[src/rtl/div_pkg.sv]
// div_pkg: state encoding and sizing helper shared by the restoring divider.
// Latency: n/a (declarations only).
// Backpressure: n/a. DIVISION_UNIT_SIGNED_EN adds the DIV_FIX state, which widens the state to 3 bits.
package div_pkg;

`ifdef DIVISION_UNIT_SIGNED_EN
    typedef enum logic [2:0] {
        DIV_IDLE   = 3'd0,
        DIV_SHIFT  = 3'd1,
        DIV_SUB    = 3'd2,
        DIV_OUTPUT = 3'd3,
        DIV_FIX    = 3'd4
    } div_state_e;
`else
    typedef enum logic [1:0] {
        DIV_IDLE   = 2'd0,
        DIV_SHIFT  = 2'd1,
        DIV_SUB    = 2'd2,
        DIV_OUTPUT = 2'd3
    } div_state_e;
`endif

    // The iteration counter must be able to hold the value WORD_WIDTH.
    function automatic int div_cnt_width(input int word_width);
        return $clog2(word_width + 1);
    endfunction

endpackage

[src/rtl/div_restore_step.sv]
// div_restore_step: one restoring compare/subtract.
// Latency: combinational. Backpressure: none.
// Ports: rem_i is the partial remainder with a guard bit, and divisor_i is the divisor.
// rem_o is the next remainder, and q_bit_o is the produced quotient bit.
module div_restore_step #(
    parameter int WIDTH = 8
) (
    input  logic [WIDTH:0]   rem_i,
    input  logic [WIDTH-1:0] divisor_i,
    output logic [WIDTH:0]   rem_o,
    output logic             q_bit_o
);

    logic [WIDTH:0] divisor_ext;
    logic [WIDTH:0] diff;

    assign divisor_ext = {1'b0, divisor_i};
    assign diff        = rem_i - divisor_ext;
    assign q_bit_o     = (rem_i >= divisor_ext);
    assign rem_o       = q_bit_o ? diff : rem_i;

endmodule

[src/rtl/division_unit.sv]
// division_unit: a sequential restoring shift-subtract divider.
// Latency: valid rises 2*WORD_WIDTH+1 edges after acceptance, counting the accept edge.
//          With DIVISION_UNIT_SIGNED_EN defined, valid rises 2*WORD_WIDTH+2 edges after acceptance.
// Backpressure: the requester holds enable until it consumes the result.
//               valid and the result stay stable until enable drops.
// Ports: clk and reset_n (asynchronous, active low).
//        Request side: enable, dividend, divisor. The operands are sampled only at acceptance.
//        Result side: valid, quotient, remainder, overflow, div_by_zero.
//        overflow and div_by_zero are meaningful only while valid is high.
module division_unit
    import div_pkg::*;
#(
    parameter int WORD_WIDTH = 8,
    parameter int QUOT_WIDTH = 7
) (
    input  logic                  clk,
    input  logic                  reset_n,
    input  logic                  enable,
    input  logic [WORD_WIDTH-1:0] dividend,
    input  logic [WORD_WIDTH-1:0] divisor,
    output logic                  valid,
    output logic                  overflow,
    output logic                  div_by_zero,
    output logic [QUOT_WIDTH-1:0] quotient,
    output logic [WORD_WIDTH-1:0] remainder
);

    localparam int W  = WORD_WIDTH;
    localparam int CW = div_cnt_width(WORD_WIDTH);

    div_state_e      state_q, state_d;
    logic [W-1:0]    quot_q, quot_d;
    logic [W:0]      rem_q, rem_d;
    logic [W-1:0]    divisor_q, divisor_d;
    logic [CW-1:0]   cnt_q, cnt_d;
    logic            valid_q, valid_d;
    logic            dbz_q, dbz_d;
    logic [W:0]      step_rem;
    logic            step_qbit;
`ifdef DIVISION_UNIT_SIGNED_EN
    logic            qneg_q, qneg_d;   // negate quotient in DIV_FIX
    logic            rneg_q, rneg_d;   // negate remainder (dividend sign)
`endif

    div_restore_step #(.WIDTH(W)) u_step (
        .rem_i     (rem_q),
        .divisor_i (divisor_q),
        .rem_o     (step_rem),
        .q_bit_o   (step_qbit)
    );

    always_comb begin
        state_d   = state_q;
        quot_d    = quot_q;
        rem_d     = rem_q;
        divisor_d = divisor_q;
        cnt_d     = cnt_q;
        valid_d   = valid_q;
        dbz_d     = dbz_q;
`ifdef DIVISION_UNIT_SIGNED_EN
        qneg_d    = qneg_q;
        rneg_d    = rneg_q;
`endif
        case (state_q)
            DIV_IDLE: begin
                if (enable) begin
`ifdef DIVISION_UNIT_SIGNED_EN
                    quot_d    = dividend[W-1] ? -dividend : dividend;
                    divisor_d = divisor[W-1]  ? -divisor  : divisor;
                    // A zero divisor keeps the all-ones quotient un-negated, so the quotient reads as -1.
                    qneg_d    = (dividend[W-1] ^ divisor[W-1]) & (divisor != '0);
                    rneg_d    = dividend[W-1];
`else
                    quot_d    = dividend;
                    divisor_d = divisor;
`endif
                    rem_d     = '0;
                    cnt_d     = '0;
                    dbz_d     = (divisor == '0);
                    state_d   = DIV_SHIFT;
                end
            end
            DIV_SHIFT: begin
                {rem_d, quot_d} = {rem_q, quot_q} << 1;
                state_d         = DIV_SUB;
            end
            DIV_SUB: begin
                rem_d     = step_rem;
                quot_d[0] = step_qbit;
                cnt_d     = cnt_q + CW'(1);
                if (cnt_q == CW'(W - 1)) begin
`ifdef DIVISION_UNIT_SIGNED_EN
                    state_d = DIV_FIX;
`else
                    valid_d = 1'b1;
                    state_d = DIV_OUTPUT;
`endif
                end else begin
                    state_d = DIV_SHIFT;
                end
            end
`ifdef DIVISION_UNIT_SIGNED_EN
            DIV_FIX: begin
                quot_d  = qneg_q ? -quot_q : quot_q;
                rem_d   = rneg_q ? -rem_q  : rem_q;
                valid_d = 1'b1;
                state_d = DIV_OUTPUT;
            end
`endif
            DIV_OUTPUT: begin
                if (!enable) begin
                    valid_d = 1'b0;
                    state_d = DIV_IDLE;
                end
            end
            default: state_d = DIV_IDLE;
        endcase
    end

    always_ff @(posedge clk or negedge reset_n) begin
        if (!reset_n) begin
            state_q   <= DIV_IDLE;
            quot_q    <= '0;
            rem_q     <= '0;
            divisor_q <= '0;
            cnt_q     <= '0;
            valid_q   <= 1'b0;
            dbz_q     <= 1'b0;
`ifdef DIVISION_UNIT_SIGNED_EN
            qneg_q    <= 1'b0;
            rneg_q    <= 1'b0;
`endif
        end else begin
            state_q   <= state_d;
            quot_q    <= quot_d;
            rem_q     <= rem_d;
            divisor_q <= divisor_d;
            cnt_q     <= cnt_d;
            valid_q   <= valid_d;
            dbz_q     <= dbz_d;
`ifdef DIVISION_UNIT_SIGNED_EN
            qneg_q    <= qneg_d;
            rneg_q    <= rneg_d;
`endif
        end
    end

`ifdef DIVISION_UNIT_SIGNED_EN
    // The quotient fits as a signed QUOT_WIDTH value only when every bit from QUOT_WIDTH-1 upward matches the true result sign.
    // The true result sign is taken from the registered signs, not from quot_q, because a +2^(W-1) magnitude looks negative.
    logic q_sign;
    assign q_sign   = (qneg_q | dbz_q) & (|quot_q);
    assign overflow = (quot_q[W-1:QUOT_WIDTH-1] != {(W-QUOT_WIDTH+1){q_sign}});
`else
    if (QUOT_WIDTH == W) begin : g_no_ovf
        assign overflow = 1'b0;
    end else begin : g_ovf
        assign overflow = |quot_q[W-1:QUOT_WIDTH];
    end
`endif

    assign valid       = valid_q;
    assign div_by_zero = dbz_q;
    assign quotient    = quot_q[QUOT_WIDTH-1:0];
    assign remainder   = rem_q[W-1:0];

endmodule
[config.mk]
export PLATFORM = sky130hd
export DESIGN_NAME = division_unit
export DESIGN_NICKNAME = d
export VERILOG_FILES = /design/src/rtl/div_pkg.sv /design/src/rtl/div_restore_step.sv /design/src/rtl/division_unit.sv
export SDC_FILE = /design/constraint.sdc
export NUM_CORES = 1
export LEC_CHECK = 0
export ABC_AREA = 0
export CORE_MARGIN = 2
export CORE_UTILIZATION = 40
export CTS_CLUSTER_DIAMETER = 80
export CTS_CLUSTER_SIZE = 10
export DETAILED_ROUTE_END_ITERATION = 8
export PLACE_DENSITY = 0.74
export SLEW_MARGIN = 20
export SYNTH_ARGS = -nofsm -noshare
export SYNTH_HDL_FRONTEND = slang
export SYNTH_SLANG_ARGS = --single-unit
[constraint.sdc]
create_clock -name clk -period 3 [get_ports clk]
set_clock_uncertainty 0.1 [all_clocks]
set_input_delay 0.6 -clock clk [delete_from_list [all_inputs] [get_ports clk]]
set_output_delay 0.6 -clock clk [all_outputs]
set_load 0.1 [all_outputs]
==> qor.txt <==
largest net degree at the start of global routing = 34
Initial Utilization = 40.8%
sequential power share = 23.4%
CP startpoint kind = flip-flop
final hold vios = 0
Final Wtd Congestion = 0.857
Comb pwr share = 63.0%
CP Data Arrival Time = 2.44 ns
TritonCTS clock tree = done
switching share of power = 51.5%
final worst-path cycle share = 78.5%
CP bufs+invs = 1
Wirelength per Cell = 15.0 um
CP max stage delay = 0.39 ns
drt first-iter violations = 122
post-synth net total = 270
Peak VDD IR = 0.763 mV
Power Dens Cells = 1220 nW/um2
Pleak = 1.19 nW
worst hold path class = reg2reg
vias in the first global route = 1790
Clock Path Buffers = 2
Period minus WS final = 2.35 ns
FMAX = 425 MHz
Net Sw Power = 1.67 mW
Post-CTS Resized = 0
clk_lat worst skew = 0.29 ns
initial antenna violation count = 0
htree depth = 2
GRT overflow = 0
Crit Path Category = reg2reg
clock sinks = 33
GRT Resource Usage Total = 17.7%
chip height = 78.5 um
PortBufs = 36
vias per inst = 5.54
core region area = 5440 um2
Max Cap Viol = 0
Internal Power = 1.58 mW
postcts setup bufs = 0
Yosys reg bits = 33
Max-Slew Margin vs Limit = 62.1%
via count = 1874
sequential-to-total area share from yosys stat = 37.2%
mean post-synth cell area = 9.41 um2
fill count = 511
unrepaired setup endpoints after global routing = no
final wirelength = 5070 um
drc violations = 0
final count of negative-setup-slack endpoints = 0
Routed Antenna Nets = 0
Synth Cell Area = 2220 um2
Post-Place Cells = 330
num ports = 37
distinct cell type count of the synthesized netlist = 50
Die Area = 6160 um2
row count = 27
status = complete, no violations
CP Capture Type = flip-flop
crit path max-delay cell type = fa_1
layout cell share with drive strength beyond 1 = 17.3%
CP required = 3.08 ns
global-route wire length before repair = 8580 um
Cells after Synth = 236
Diodes inserted = 0
root buf cell = clkbuf_8
synth warn = 0
clock power share = 13.7%
# nets final = 299
Detailed Routing Iterations Pass 1 = 4
Area Overhead vs Synth = 19.9%
crit path cell chain = inv_1 > ha_1 > fa_1 > nand2b_1 > a21oi_1 > a41oi_1 > o2bb2ai_1 > a32o_1
HPWL after detailed placement = 3750 um
Pins Over Slew Limit = 0
post-route insts no fill = 338
clock slew at reported path FFs = 0.07 ns
Worst-Margin Slew = 0.568 ns
die width = 78.5 um
CTS Hold Bufs = 0
crit path max fanout = 4
TritonCTS Buffers = 5
Setup TNS = 0 ns
CP delay by family, top = compound AO/OA/AOI/OAI gates
## flip-flops by register name (all words and copies together) (netlist names)
name         count
divisor_q        8
div_by_zero      1
quot_q           8
state_q          2
rem_q            9
valid            1
cnt_q            4
## through the flow
step           setup slack (ns)  total power [mW]  hold slack [ns]  area [um2]  utilization (%)
2_1_floorplan             0.730              2.39            0.204        2220                -
3_3_place_gp              0.712              2.77            0.375        2540             46.8
3_5_place_dp              0.638              2.80            0.381        2540             46.8
4_1_cts                   0.635              3.25            0.398        2660             48.9
5_1_grt                   0.490              3.47            0.416        2660             48.9
6_report                  0.646              3.25            0.400        2660             48.9
## worst register-to-register path, stage by stage, from the launching register on
cell and delay, ns:
dfrtp_1 0.34, inv_1 0.09, ha_1 0.24, fa_1 0.39
nand2b_1 0.19, a21oi_1 0.28, a41oi_1 0.22, o2bb2ai_1 0.18
a32o_1 0.21
## power groups by stage
stage	Clock, mW	Sequential (mW)	Combinational, mW
finish	0.444	0.759	2.05
global route	0.470	0.785	2.21
CTS	0.450	0.758	2.04
detailed placement	0	0.765	2.03
global placement	0	0.762	2.01
floorplan	0	1.09	1.29
## cell usage in the layout (no fill, tap or decap), types with 2 or more instances in the layout
master / synthesis / final
a211oi_1: 3 / 3
a21o_1: 3 / 3
a21oi_1: 15 / 15
a31oi_1: 3 / 3
a32o_1: 2 / 2
and3_1: 2 / 2
buf_4: 8 / 21
clkbuf_8: 0 / 6
clkdlybuf4s50_1: 0 / 18
dfrtp_1: 33 / 33
ha_1: 14 / 14
inv_1: 17 / 17
mux2_2: 8 / 8
mux2_4: 4 / 4
mux2i_1: 6 / 6
nand2_1: 21 / 21
nand2b_1: 5 / 5
nand3_1: 7 / 7
nand3b_1: 3 / 3
nor2_1: 10 / 10
nor2b_1: 2 / 2
nor3_1: 5 / 5
nor4_1: 3 / 3
o21ai_0: 11 / 11
o21ai_1: 4 / 4
o22ai_1: 14 / 14
o31ai_1: 2 / 2
## synthesized netlist by cell type, drive strengths merged
| cell | count | area share, % |
|---|---|---|
| ha | 14 | 7.9 |
| nor3b | 1 | 0.34 |
| o311ai | 2 | 0.79 |
| o22ai | 14 | 3.9 |
| a32oi | 2 | 1.1 |
| o2bb2ai | 1 | 0.39 |
| a21o | 3 | 1.0 |
| mux2i | 6 | 2.7 |
| or3b | 1 | 0.51 |
| nand3 | 7 | 1.6 |
| a21bo | 1 | 0.45 |
| fa | 1 | 0.90 |
| a41oi | 1 | 0.39 |
| and3 | 2 | 0.56 |
| nand2 | 22 | 4.1 |
| dfrtp | 33 | 37 |
| a211oi | 3 | 1.0 |
| o21ai | 15 | 3.4 |
| a211o | 1 | 0.39 |
| a2111oi | 1 | 1.2 |
| nor3 | 5 | 1.1 |
| mux2 | 12 | 6.8 |
| a2111o | 1 | 0.51 |
| a31oi | 3 | 0.85 |
| clkinv | 1 | 0.17 |
| nand4b | 1 | 0.39 |
| nand3b | 3 | 1.0 |
| nor2b | 2 | 0.56 |
| a21oi | 15 | 3.4 |
| buf | 10 | 3.4 |
| clkbuf | 7 | 1.2 |
| and2 | 1 | 0.28 |
| a32o | 2 | 0.90 |
| o31ai | 3 | 1.2 |
| inv | 17 | 2.9 |
| nor4 | 3 | 0.85 |
| a22o | 1 | 0.39 |
| or4 | 1 | 0.34 |
| nor2 | 10 | 1.7 |
| nand2b | 5 | 1.4 |
| and4 | 1 | 0.39 |
| o21bai | 1 | 0.34 |
## layer usage
metal / vias to the layer above / global-route usage [%] / part of all wire, % / routed length, um
met3: 8 / 3.10 / 4.1 / 209
met5: - / 0 / 0 / 0
met2: 50 / 28.8 / 47 / 2390
met1: 896 / 23.4 / 47 / 2370
li1: 920 / - / - / -
met4: 0 / 7.02 / 1.9 / 98
## final timing paths
path	from	endpoint	slack (ns)	cells after the start
max	rem_q[0]$_DFFE_PN0P_	rem_q[8]$_DFFE_PN0P_	0.65	8
min	div_by_zero$_DFFE_PN0P_	div_by_zero$_DFFE_PN0P_	0.40	2
max reg2reg	rem_q[0]$_DFFE_PN0P_	rem_q[8]$_DFFE_PN0P_	0.65	8
min reg2reg	div_by_zero$_DFFE_PN0P_	div_by_zero$_DFFE_PN0P_	0.40	2
max in group asynchronous	reset_n	rem_q[6]$_DFFE_PN0P_	1.89	2
min in group asynchronous	reset_n	rem_q[2]$_DFFE_PN0P_	0.60	2
## kinds of logic after synthesis
| kind of cell | Yosys count | synth area share, % |
|---|---|---|
| flip-flops | 33 | 37.2 |
| multiplexers | 18 | 9.47 |
| buffers and inverters | 35 | 7.67 |
| adder cells (fa/ha/maj) | 15 | 8.79 |
| AO/OA/AOI/OAI | 70 | 21.8 |
| AND/OR/NAND/NOR | 65 | 15.1 |
## final cells by class
cell class | instances | area [um2] | share of cell area [%]
Inverter | 18 | 67.6 | 2.54
Sequential cell | 33 | 826 | 31.0
Clock buffer | 7 | 86.3 | 3.24
Timing Repair Buffer | 39 | 338 | 12.7
Tap cell | 72 | 90.1 | 3.39
Multi-Input combinational cell | 168 | 1220 | 46.0
Clock inverter | 1 | 30.0 | 1.13
No activity file was read; power rests on OpenSTA's default activity.
